`config.mk`:
```
export PLATFORM = sky130hd
export DESIGN_NAME = adc_ramp_bank
export DESIGN_NICKNAME = d
export VERILOG_FILES = /design/src/rtl/adc_resp_model_pkg.sv /design/src/rtl/adc_resp_model_ramp_bank.sv
export SDC_FILE = /design/constraint.sdc
export NUM_CORES = 1
export LEC_CHECK = 0
export ABC_AREA = 1
export BUFFER_PORTS_ARGS = -buffer_cell sky130_fd_sc_hd__buf_4
export CORE_MARGIN = 2
export CORE_UTILIZATION = 55
export CTS_CLUSTER_DIAMETER = 40
export CTS_CLUSTER_SIZE = 12
export DETAILED_ROUTE_END_ITERATION = 8
export PLACE_DENSITY = 0.74
export SETUP_SLACK_MARGIN = 0.3
export SLEW_MARGIN = 20
export SYNTH_ARGS = -nofsm -noshare
export SYNTH_HDL_FRONTEND = slang
export SYNTH_SLANG_ARGS = --single-unit
```
`constraint.sdc`:
```
create_clock -name clk_clk -period 3.3 [get_ports clk_clk]
set_input_delay 0.66 -clock clk_clk [delete_from_list [all_inputs] [get_ports clk_clk]]
set_output_delay 0.66 -clock clk_clk [all_outputs]
set_load 0.1 [all_outputs]
```
`src/rtl/adc_resp_model_pkg.sv`:
```
// Shared types and constants for the ADC responder model (package adc_simu_pkg).
package adc_simu_pkg;

  localparam int ADC_DATA_W = 12;
  localparam int ADC_CH_W   = 5;

  localparam logic [15:0] LFSR_SEED = 16'hACE1;
  // Taps 16,14,13,11 mapped onto bits 15,13,12,10.
  localparam logic [15:0] LFSR_TAPS = 16'hB400;

  typedef enum logic [1:0] {
    IDLE,
    CONVERT,
    RESPOND
  } state_t;

  function automatic logic [15:0] lfsr_next(input logic [15:0] s);
    return {s[14:0], ^(s & LFSR_TAPS)};
  endfunction

  // Per-channel ramp increment STEP*(ch+1), formed at 17 bits then cut to 12.
  function automatic logic [ADC_DATA_W-1:0] ramp_inc(input logic [ADC_CH_W-1:0] ch,
                                                     input int unsigned        step);
    logic [16:0] prod;
    prod = 17'(step) * (17'(ch) + 17'd1);
    return prod[ADC_DATA_W-1:0];
  endfunction

endpackage

```
`src/rtl/adc_resp_model_ramp_bank.sv`:
```
// Bank of per-channel 12-bit ramp registers with a read mux and an add-in-place update.
// Channels outside 0..NUM_CH-1 read as zero and are never written.
module adc_ramp_bank
  import adc_simu_pkg::*;
#(
  parameter int NUM_CH = 8
) (
  input  logic                  clk_clk,
  input  logic                  reset_reset_n,
  input  logic [ADC_CH_W-1:0]   rd_ch_i,
  output logic [ADC_DATA_W-1:0] rd_data_o,
  input  logic                  upd_en_i,
  input  logic [ADC_CH_W-1:0]   upd_ch_i,
  input  logic [ADC_DATA_W-1:0] upd_inc_i
);

  logic [ADC_DATA_W-1:0] ramp_q [NUM_CH];

  // Read mux; unmatched channel returns zero.
  always_comb begin
    rd_data_o = '0;
    for (int i = 0; i < NUM_CH; i++) begin
      if (rd_ch_i == ADC_CH_W'(i)) rd_data_o = ramp_q[i];
    end
  end

  // Ramp update, wrapping modulo 4096.
  always_ff @(posedge clk_clk or negedge reset_reset_n) begin
    if (!reset_reset_n) begin
      for (int i = 0; i < NUM_CH; i++) ramp_q[i] <= '0;
    end else begin
      for (int i = 0; i < NUM_CH; i++) begin
        if (upd_en_i && (upd_ch_i == ADC_CH_W'(i))) ramp_q[i] <= ramp_q[i] + upd_inc_i;
      end
    end
  end

endmodule

```
# Word level (Yosys, flattened, before mapping)
# Index checks and enable logic that the tools add are counted.
# classes
add_sub_neg	8
n_eq_ne	14
muxes	8
n_reduce_logical	10
# ops
op	count
$add 12x12->12	8
$mux 12	8
$eq 5x3->1 const B	8
$eq 5x2->1 const B	4
$eq 5x1->1 const B	2
$logic_not 5->1	2
$logic_and 1x1->1	8
# totals
ff_bits	96
inputBits	25
output_inout_bits	12
word_cells	48

# Longest topological paths before layout
# logic_depth
word_depth	9
ltp_mapped	11
depth_no_buf	11

# Worst setup path before layout
# Ideal clock, no wire load.
# synth_timing
path_kind	in2out
startpoint	input rd_ch_i[4]
endpoint	output rd_data_o[4]
t_arrival_ps	2351
required_time_ps	2640
path_slack_ps	289
cell_stages	8
path_buffers	1
path_cell_list	nor2_2 nand2_2 nor2_4 inv_2 buf_6 nor2_1 o21bai_1 nand4_1
# synth_between
elab_chain_len	9
elab_cells_between_ends	16
cone_classes	eq/ne (7); mux (8); reduce/logical (1)
# synth_rtl
item	line_no	source
start, declared	adc_resp_model_ramp_bank.sv:10	input logic [ADC_CH_W-1:0] rd_ch_i,
$logic_not 5->1	adc_resp_model_ramp_bank.sv:23	if (rd_ch_i == ADC_CH_W'(i)) rd_data_o = ramp_q[i];
$mux 12 (7 in series)	adc_resp_model_ramp_bank.sv:23	
$mux 12 *	adc_resp_model_ramp_bank.sv:23	
end, declared	adc_resp_model_ramp_bank.sv:11	output logic [ADC_DATA_W-1:0] rd_data_o,
# Every way passes the cells marked *; elsewhere a longest branch is shown, timed or not.

# Worst setup path in the final report
# layout_timing
startpoint	input rd_ch_i[4]
endpoint	output rd_data_o[7]
# The elaborated chain is that of the path after synthesis.

==> flow_summary.yaml <==
run_status:
  outcome: "complete, no violations"
logic_synthesis:
  yosys_warnings: 0
  syn_avg_cell_area_um2: 6.43
  syn_inst: 1479
  syn_nets: 1600
  synth_edf_count: 0
  synthesis.area_um2: 9510
  ys_types: 33
  synth-main-ff-cell: "dfrtp_1"
  ys_seq_elements: 96
  seq_area_frac_synth_pct: 25.3
  async_flop_share_pct: 100
sta:
  relSlewSlack_pct: 55.5
  period_share_pct: 85.7
  min_period_ns: 2.83
  worst_pin_slew_ns: 0.668
  fmax_mhz: 354
  hold_violations: 0
  setup_tns_ns: 0
  drv_slew: 0
  setup_viol: 0
  rsz0062_at_grt: "no"
  finClkSkew_ns: 0.0102
setup_path:
  crit_chain: "buf_4 > clkinv_1 > buf_4 > nand3_1 > inv_2 > nand2_1 > nand3_1 > nand2_1 > nand3_1 > buf_4"
  arrival_ns: 2.17
  r2r_setup_slack_ns: 1.23
  start_kind: "input pin"
  cp_slowest_cell: "buf_4"
  crit_type: "in2out"
  worst_ep_required_time_ns: 2.64
  worstPathMaxFanout: 34
  crit_path_max_incr_delay_ns: 0.30
  crit_path_end_kind: "primary output"
global_routing:
  grt_max_degree: 51
  grt_pass1_vias: 8610
  grt_usage_pct: 31.7
  grt_pass1_wl_mm: 44.9
  antenna_found_initial: 0
  grt_overflow: 0
pwr:
  leakagePower_nw: 5.85
  swShare_pct: 46.7
  seqPwrFrac_pct: 30.0
  p_int_mw: 3.53
  powerDensity_nw_per_um2: 643
  clockPowerShare_pct: 17.6
  power.total_mw: 6.62
  ir_drop_mv: 0.356
  combinationalPowerShare_pct: 52.4
  p_sw_mw: 3.10
cells_and_area:
  top_register: "ramp_q"
  fin_nets: 1632
  largest_reg_flops: 96
  multi_input_area_um2: 6260
  nFillCells: 1682
  drive_above_1_share_pct: 6.40
  diodes: 0
  reg.largest.list: "ramp_q (96)"
  syn2layout_area_growth_pct: 8.33
  seqCellArea_um2: 2400
floorplanning:
  die_w_um: 135
  pin_count: 37
  die_h_um: 135
  row_count: 48
  initial_core_util_pct: 55.6
  dieArea_um2: 18400
  core_um2: 17100
clock_network:
  tritoncts: "yes"
  path_clk_slew_ns: 0.07
  cts_setup_buffers: 0
  clk_path_buf_depth: 2
  cts.repair.resized: 0
  root_buffer: "clkbuf_16"
  clk-insertion-delay-late_ns: 0.36
  numCtsBuffers: 9
  clock-sinks: 96
  cts_max_level: 3
  hold_buffers: 0
drt:
  vias: 9484
  first_pass_iters: 6
  wl_mm: 27.8
  drc: 0
  drt_iter0_drc: 668
  wire_per_inst_um: 16.0
  via_per_inst: 5.45
  ant_nets: 0
placed_design:
  dpl.hpwl_mm: 21.0
  io_buffer_count: 36
  place.gp.congestion: 0.944
run:
  maxCapViolations: 0
worst_hold_path:
  hold_class: "in2async"
-- logic make-up after synthesis --
family / Yosys count / synth area share (%)
flops: 96 / 25.3
buf+inv: 203 / 9.01
fa+ha+maj: 96 / 13.3
compound gates: 123 / 7.04
xor+xnor: 37 / 3.41
simple gates: 924 / 42.0
-- cells in the mapped netlist, drive strengths merged, types with 5 or more instances --
| cell | number | area share [%] |
|---|---|---|
| a21o | 6 | 0.47 |
| a21oi | 49 | 2.6 |
| buf | 16 | 1.6 |
| clkbuf | 6 | 0.24 |
| dfrtp | 96 | 25 |
| fa | 8 | 1.7 |
| ha | 88 | 12 |
| inv | 179 | 7.1 |
| nand2 | 591 | 24 |
| nand3 | 127 | 6.7 |
| nand4 | 72 | 4.7 |
| nor2 | 126 | 6.4 |
| o21ai | 61 | 3.4 |
| o21bai | 6 | 0.47 |
| or2 | 5 | 0.33 |
| xnor2 | 27 | 2.5 |
| xor2 | 10 | 0.92 |
-- power by group through the flow --
stage / Combinational (mW) / Clock, mW / Sequential (mW)
3_5_place_dp: 3.41 / 0 / 1.99
3_3_place_gp: 3.34 / 0 / 2.00
4_1_cts: 3.44 / 1.18 / 1.98
6_report: 3.47 / 1.17 / 1.98
2_1_floorplan: 2.76 / 0 / 1.79
5_1_grt: 3.98 / 1.22 / 2.02
-- per-stage QoR --
| step | worst slack [ns] | cells | utilization [%] | area [um^2] | hold WS (ns) |
|---|---|---|---|---|---|
| floorplan | 0.316 | 1479 | - | 9520 | 0.364 |
| detailed placement | 0.501 | 1725 | 58.3 | 9980 | 0.503 |
| global route | 0.333 | 1741 | 60.2 | 10300 | 0.376 |
| global placement | 0.503 | 1725 | 58.3 | 9980 | 0.498 |
| CTS | 0.501 | 1741 | 60.2 | 10300 | 0.356 |
| finish | 0.473 | 1741 | 60.2 | 10300 | 0.326 |
-- layer usage --
layer  GRT usage (%)  vias to the layer above  part of all wire, %
li1                -                     4840                    -
met1            44.5                     4346                   46
met2            52.1                      249                   46
met3            2.73                       49                  5.3
met4            9.78                        0                  2.7
met5               0                        -                    0
-- worst max-delay path: cells and delay by family --
kind | cells | cell delay, ns
buffers and inverters | 5 | 0.93
and+or+nand+nor | 5 | 0.56
-- cell type report --
type                            count  share of cell area (%)
Sequential cell                    96                    23.3
Inverter                          181                    6.67
Tap cell                          225                    2.73
Timing Repair Buffer               43                    3.38
Clock inverter                      5                   0.777
Multi-Input combinational cell   1180                    60.8
Clock buffer                       11                    2.36
-- placed cells by master, fill, tap and decap left out, types with 3 or more instances in the layout --
cell type / count
or2_2: 3
nor2_1: 111
o21ai_0: 24
o21ai_1: 31
nand2_1: 588
nor2_4: 7
xor2_1: 10
clkbuf_16: 9
dfrtp_1: 96
inv_4: 3
xnor2_1: 27
a21oi_1: 49
inv_1: 168
buf_4: 41
nand2_4: 3
nand3_1: 127
inv_2: 8
o21bai_1: 6
ha_1: 88
nand4_1: 72
nor2_2: 3
a21o_1: 6
nor2_8: 5
o21ai_2: 6
fa_1: 8
-- worst paths after layout --
path / start / end / depth (start not counted)
setup / recovery: rd_ch_i[4] / rd_data_o[7] / 10
min in group clk_clk: ramp_q[36] / ramp_q[36] / 2
setup reg to reg: ramp_q[72] / ramp_q[78] / 9
hold / removal: reset_reset_n / ramp_q[81] / 1
hold reg to reg: ramp_q[36] / ramp_q[36] / 2
max in group asynchronous: reset_reset_n / ramp_q[23] / 2
Power figures use the tool's default switching activity.
